===== src/rtl/mio_bus_responder_if.sv =====
// CPU-side memory port of the bus responder: request, address, data and the
// one-cycle completion pulse that gates the CPU's PC/IR update.
interface mio_bus_responder_if;
  logic        req;
  logic        mem_w;
  logic [31:0] addr;
  logic [31:0] data_from_cpu;
  logic [31:0] data2CPU;
  logic        MIO_ready;

  modport master (
    output req, mem_w, addr, data_from_cpu,
    input  data2CPU, MIO_ready
  );

  modport slave (
    input  req, mem_w, addr, data_from_cpu,
    output data2CPU, MIO_ready
  );
endinterface


===== src/rtl/mio_bus_responder.sv =====
// Memory/IO responder: decodes CPU word requests onto a wait-stated RAM,
// a GPIO block (LED/switches) and a free-running 32-bit timer.
module mio_bus_responder #(
  parameter int RAM_AW   = 12,
  parameter int RAM_WAIT = 2
) (
  input  logic                clk,
  input  logic                reset,
  mio_bus_responder_if.slave  bus,
  output logic [RAM_AW-1:0]   ram_addr,
  output logic [31:0]         ram_din,
  output logic                ram_we,
  input  logic [31:0]         ram_dout,
  input  logic [15:0]         sw,
  output logic [15:0]         led
);

  typedef enum logic [1:0] {
    S_IDLE = 2'd0,
    S_WAIT = 2'd1,
    S_DONE = 2'd2
  } state_e;

  localparam logic [3:0] REGION_RAM  = 4'h0;
  localparam logic [3:0] REGION_GPIO = 4'hE;
  localparam logic [3:0] REGION_TMR  = 4'hF;
  localparam logic [3:0] WAIT_LOAD   = 4'(RAM_WAIT - 1);

  state_e              state_q, state_d;
  logic [3:0]          wait_q, wait_d;
  logic                wr_q, wr_d;
  logic                ready_q, ready_d;
  logic [31:0]         d2c_q, d2c_d;
  logic [RAM_AW-1:0]   ram_addr_q, ram_addr_d;
  logic [31:0]         ram_din_q, ram_din_d;
  logic                ram_we_q, ram_we_d;
  logic [15:0]         led_q, led_d;
  logic [31:0]         cnt_q, cnt_d;
  logic                run_q, run_d;

  logic [3:0]          region_s;
  logic [31:0]         periph_rdata_s;
  logic                unused_s;

  assign region_s = bus.addr[31:28];
  assign unused_s = ^{bus.addr[27:RAM_AW+2], bus.addr[1:0]};

  // Peripheral read mux, sampled in the acceptance cycle
  always_comb begin
    periph_rdata_s = 32'd0;
    case (region_s)
      REGION_GPIO: begin
        if (bus.addr[2]) begin
          periph_rdata_s = {16'd0, sw};
        end else begin
          periph_rdata_s = {16'd0, led_q};
        end
      end
      REGION_TMR: begin
        if (bus.addr[2]) begin
          periph_rdata_s = {31'd0, run_q};
        end else begin
          periph_rdata_s = cnt_q;
        end
      end
      default: periph_rdata_s = 32'd0;
    endcase
  end

  // Next-state logic for the access FSM, peripherals and timer
  always_comb begin
    state_d    = state_q;
    wait_d     = wait_q;
    wr_d       = wr_q;
    d2c_d      = d2c_q;
    ram_addr_d = ram_addr_q;
    ram_din_d  = ram_din_q;
    ram_we_d   = ram_we_q;
    led_d      = led_q;
    run_d      = run_q;
    // A CPU load of the count overrides this increment further down
    cnt_d      = run_q ? (cnt_q + 32'd1) : cnt_q;

    case (state_q)
      S_IDLE: begin
        if (bus.req) begin
          if (region_s == REGION_RAM) begin
            state_d    = S_WAIT;
            wait_d     = WAIT_LOAD;
            wr_d       = bus.mem_w;
            ram_addr_d = bus.addr[RAM_AW+1:2];
            ram_din_d  = bus.data_from_cpu;
            ram_we_d   = bus.mem_w;
          end else begin
            state_d = S_DONE;
            wr_d    = bus.mem_w;
            if (bus.mem_w) begin
              case (region_s)
                REGION_GPIO: begin
                  if (!bus.addr[2]) begin
                    led_d = bus.data_from_cpu[15:0];
                  end else begin
                    led_d = led_q;
                  end
                end
                REGION_TMR: begin
                  if (bus.addr[2]) begin
                    run_d = bus.data_from_cpu[0];
                  end else begin
                    cnt_d = bus.data_from_cpu;
                  end
                end
                default: led_d = led_q;
              endcase
            end else begin
              d2c_d = periph_rdata_s;
            end
          end
        end else begin
          state_d = S_IDLE;
        end
      end
      S_WAIT: begin
        ram_we_d = 1'b0;
        if (wait_q == 4'd0) begin
          state_d = S_DONE;
          if (!wr_q) begin
            d2c_d = ram_dout;
          end else begin
            d2c_d = d2c_q;
          end
        end else begin
          wait_d = wait_q - 4'd1;
        end
      end
      S_DONE:  state_d = S_IDLE;
      default: state_d = S_IDLE;
    endcase

    ready_d = (state_d == S_DONE);
  end

  // State and output registers with synchronous reset
  always_ff @(posedge clk) begin
    if (reset) begin
      state_q    <= S_IDLE;
      wait_q     <= 4'd0;
      wr_q       <= 1'b0;
      ready_q    <= 1'b0;
      d2c_q      <= 32'd0;
      ram_addr_q <= '0;
      ram_din_q  <= 32'd0;
      ram_we_q   <= 1'b0;
      led_q      <= 16'd0;
      cnt_q      <= 32'd0;
      run_q      <= 1'b0;
    end else begin
      state_q    <= state_d;
      wait_q     <= wait_d;
      wr_q       <= wr_d;
      ready_q    <= ready_d;
      d2c_q      <= d2c_d;
      ram_addr_q <= ram_addr_d;
      ram_din_q  <= ram_din_d;
      ram_we_q   <= ram_we_d;
      led_q      <= led_d;
      cnt_q      <= cnt_d;
      run_q      <= run_d;
    end
  end

  assign bus.MIO_ready = ready_q;
  assign bus.data2CPU  = d2c_q;
  assign ram_addr      = ram_addr_q;
  assign ram_din       = ram_din_q;
  assign ram_we        = ram_we_q;
  assign led           = led_q;

endmodule


===== src/flat_wrapper.sv =====
// flat-port wrapper written by rule: the top's interface ports become plain ports
module mio_bus_responder_flat 
#(
  parameter int RAM_AW   = 12,
  parameter int RAM_WAIT = 2
)
  (clk, reset, ram_addr, ram_din, ram_we, ram_dout, sw, led, bus_req, bus_mem_w, bus_addr, bus_data_from_cpu, bus_data2CPU, bus_MIO_ready);
  mio_bus_responder_if bus_i ();
  input  logic clk;
  input  logic reset;
  output logic [RAM_AW-1:0] ram_addr;
  output logic [31:0] ram_din;
  output logic ram_we;
  input  logic [31:0] ram_dout;
  input  logic [15:0] sw;
  output logic [15:0] led;
  input wire logic [$bits(bus_i.req)-1:0] bus_req;
  input wire logic [$bits(bus_i.mem_w)-1:0] bus_mem_w;
  input wire logic [$bits(bus_i.addr)-1:0] bus_addr;
  input wire logic [$bits(bus_i.data_from_cpu)-1:0] bus_data_from_cpu;
  output wire logic [$bits(bus_i.data2CPU)-1:0] bus_data2CPU;
  output wire logic [$bits(bus_i.MIO_ready)-1:0] bus_MIO_ready;
  assign bus_i.req = bus_req;
  assign bus_i.mem_w = bus_mem_w;
  assign bus_i.addr = bus_addr;
  assign bus_i.data_from_cpu = bus_data_from_cpu;
  assign bus_data2CPU = bus_i.data2CPU;
  assign bus_MIO_ready = bus_i.MIO_ready;
  mio_bus_responder #(.RAM_AW(RAM_AW), .RAM_WAIT(RAM_WAIT)) u_core (.clk(clk), .reset(reset), .bus(bus_i), .ram_addr(ram_addr), .ram_din(ram_din), .ram_we(ram_we), .ram_dout(ram_dout), .sw(sw), .led(led));
endmodule

===== config.mk =====
export PLATFORM = sky130hd
export DESIGN_NAME = mio_bus_responder_flat
export DESIGN_NICKNAME = d
export VERILOG_FILES = /design/src/rtl/mio_bus_responder_if.sv /design/src/rtl/mio_bus_responder.sv /design/src/flat_wrapper.sv
export SDC_FILE = /design/constraint.sdc
export NUM_CORES = 1
export LEC_CHECK = 0
export ABC_CLOCK_PERIOD_IN_PS = 4650
export BUFFER_PORTS_ARGS = -buffer_cell sky130_fd_sc_hd__buf_2
export CELL_PAD_IN_SITES_DETAIL_PLACEMENT = 0
export CELL_PAD_IN_SITES_GLOBAL_PLACEMENT = 1
export CORE_MARGIN = 2
export CORE_UTILIZATION = 39
export DETAILED_ROUTE_END_ITERATION = 16
export GPL_TIMING_DRIVEN = 0
export PLACE_DENSITY = 0.87
export SLEW_MARGIN = 20
export SYNTH_ARGS = -nofsm -noshare
export SYNTH_HDL_FRONTEND = slang
export SYNTH_SLANG_ARGS = --single-unit

===== constraint.sdc =====
create_clock -name clk -period 4.65 [get_ports clk]
set_input_delay 0.465 -clock clk [delete_from_list [all_inputs] [get_ports clk]]
set_output_delay 0.465 -clock clk [all_outputs]
set_load 0.01 [all_outputs]

==> metrics <==
# IOs 210; Core Region 15770 um2; HP Class in2reg; CTS max path bufs 2; Fin. Hold Viols 0; DRC viols 0; DIE HEIGHT 130.6 um; Cell Pwr Density 374.0 nW/um2; port buffer count 193; drt first pass iters 5; vias per inst 5.406; dominant synthesized flop cell dfxtp_1; min cycle time layout 2.294 ns; Ant. Diodes 0; Core Rows 46; Post-Syn Area 6250 um2; final setup violation count 0; largest net degree at the start of global routing 17; RSZ-0062 raised after global routing no; crit-path max FO 10; FFs w/ async S/R, synth 0%; register area share after synthesis 42.92%; Starting Density 39.63%; outcome completed; Post-CTS Setup Bufs 0; share of layout cells above drive strength 1 26.15%; antenna-violating nets left 0; startpoint class of the critical path flip-flop; syn avg cell area 8.503 um2; WL per Instance 17.35 um; Final Core Density 51.94%; area grow syn2layout 31.07%; YS warnings 0; CP Capture Type flip-flop; Final Cycle Share 49.33%; CTS buffer count 17; first-pass GRT wire length 31130 um; vias in the first global route 5669; GRT overflow 0; post-CTS sizing 0; post-synth cell types 56; busiest grt layer met2; gr usage total 23.65%; data required time of the worst path 4.93 ns; via count 6358; Nets 1066; Routed WL 20410 um; worst IR drop on VDD 0.2503 mV; Die Footprint 17050 um2; CTS tree built; cells after synthesis 735; H-Tree Depth 4; CTS hold repair buffers 0; Iter 0 DRT Violations 498; met1 Usage GRT 34.56%; Post-Syn Nets 854; Yosys reg bits 134; fill count 1605; Hold Worst Slack 0.2824 ns; antenna violations before repair 0; Num Clock Sinks 134; Post-synth EDFFs 0; CTS clk-pin slew, worst paths 0.06 ns; clock root buffer master clkbuf_16; Max Cap Viol 0; total power 3.064 mW; setup ws final 2.356 ns; Die Wd 130.6 um; worst endpoint data arrival time 2.58 ns; DP HPWL 15200 um; clock skew 0.007195 ns; Final Max Tran Viols 0; M2 GR Usage 35.57%; GR met3 Demand/Resource 4.967%; Final GP Congestion 0.8562; leakage power 3.447 nW; CP Class reg2reg; fmax 0.4359 GHz; Total Neg Setup Slack 0 ns; worst slew pin tran 0.8597 ns; Clk Latency, worst-skew pair 0.42 ns; relative slew slack 42.21%; Place WS 2.005 ns
routing by layer:
layer	vias to the layer above	routed length, um
met5	-	0
met4	0	214
met3	19	1425
met2	217	9050
met1	3004	9719
li1	3118	-
cells by family (layout without fill, tap and decap cells):
logic type	Yosys count	in the layout	share of synthesized area, %
and+or+nand+nor	322	322	25.17
AOI/OAI and AO/OA	152	152	17.40
DFF	134	134	42.92
buffers and inverters	69	294	5.145
muxes	43	43	7.087
xor gates and xnor gates	12	12	1.682
adders and majority gates	3	3	0.6007
critical path, cell delays in order, from the launching register on:
cell	delay, ns
dfxtp_1	0.31
inv_1	0.09
ha_1	0.14
or3b_2	0.43
clkbuf_1	0.19
o32a_1	0.28
clkbuf_1	0.26
a221oi_1	0.37
nor3_1	0.09
state kept, by name, indices dropped and copies added (netlist names):
signal and flops:
u_core.ram_addr 12, u_core.ram_din 32, u_core.bus.data2CPU 32, u_core.run_q 1, u_core.cnt_q 32, u_core.wait_q 4, u_core.led 16, u_core.bus.MIO_ready 1
u_core.ram_we 1, u_core.wr_q 1, u_core.state_q 2
stage by stage:
stage,instances,instance area (um2)
2_1_floorplan,735,6250
6_report,1176,8192
4_1_cts,1176,8192
3_3_place_gp,1144,7486
5_1_grt,1176,8192
3_5_place_dp,1144,7498
synthesized netlist by cell type (4+ instances only):
master / count / area share, %
a211oi_1: 13 / 1.6
o31ai_1: 6 / 0.72
a211o_1: 6 / 0.84
o2bb2ai_1: 15 / 2.1
or3_1: 8 / 0.80
nor2_1: 78 / 4.7
clkbuf_1: 44 / 2.6
or4_1: 5 / 0.60
inv_1: 7 / 0.42
and4_1: 7 / 0.98
nand2b_1: 8 / 0.80
nor2b_1: 12 / 1.2
a311oi_1: 11 / 1.5
dfxtp_1: 134 / 43
xnor2_1: 9 / 1.3
nor3_1: 42 / 3.4
a221oi_1: 32 / 4.5
buf_1: 4 / 0.24
nand4_1: 19 / 1.9
mux2i_1: 42 / 6.7
nand3_1: 17 / 1.4
a21oi_1: 48 / 3.8
o21ai_0: 9 / 0.72
nand2_1: 100 / 6.0
nor4_1: 6 / 0.60
buf_2: 7 / 0.56
area by class of cell:
| type | count | area (um2) | share of cell area, % |
|---|---|---|---|
| multi-input cells | 532 | 3258 | 39.77 |
| flip-flops and latches | 134 | 2683 | 32.75 |
| repair buffers | 193 | 965.9 | 11.79 |
| clock buffers | 18 | 439.2 | 5.361 |
| plain buffers | 62 | 295.3 | 3.605 |
| well taps | 216 | 270.3 | 3.299 |
| clock inverters | 14 | 254.0 | 3.101 |
| inverters | 7 | 26.28 | 0.3208 |
cells in the final DEF (no fill, tap or decap), types with 5 or more instances in the layout:
cell	Yosys	final
a211o_1	6	6
a211oi_1	13	13
a21oi_1	48	48
a221oi_1	32	32
a311oi_1	11	11
and4_1	7	7
buf_2	7	200
bufinv_16	0	7
clkbuf_1	44	44
clkbuf_16	0	17
dfxtp_1	134	134
inv_1	7	7
mux2i_1	42	42
nand2_1	100	100
nand2b_1	8	8
nand3_1	17	17
nand4_1	19	19
nor2_1	78	78
nor2b_1	12	12
nor3_1	42	42
o21ai_0	9	9
o2bb2ai_1	15	15
o31ai_1	6	6
or3_1	8	8
or4_1	5	5
xnor2_1	9	9
power breakdown:
part	internal [mW]	switching, mW
clock network	1.07	0.519
registers	1.19	0.0259
logic	0.108	0.154
total	2.36	0.700
path summary, 6_finish.rpt:
kind                      from                 endpoint  slack [ns]  cells past startpoint
max reg2reg   u_core.wait_q[0]  u_core.bus.data2CPU[12]        2.36                      8
min                bus_addr[6]       u_core.ram_addr[4]        0.28                      3
max           u_core.wait_q[0]  u_core.bus.data2CPU[12]        2.36                      8
min reg2reg  u_core.ram_din[8]        u_core.ram_din[8]        0.45                      2
(Power assumes the default switching activity.)
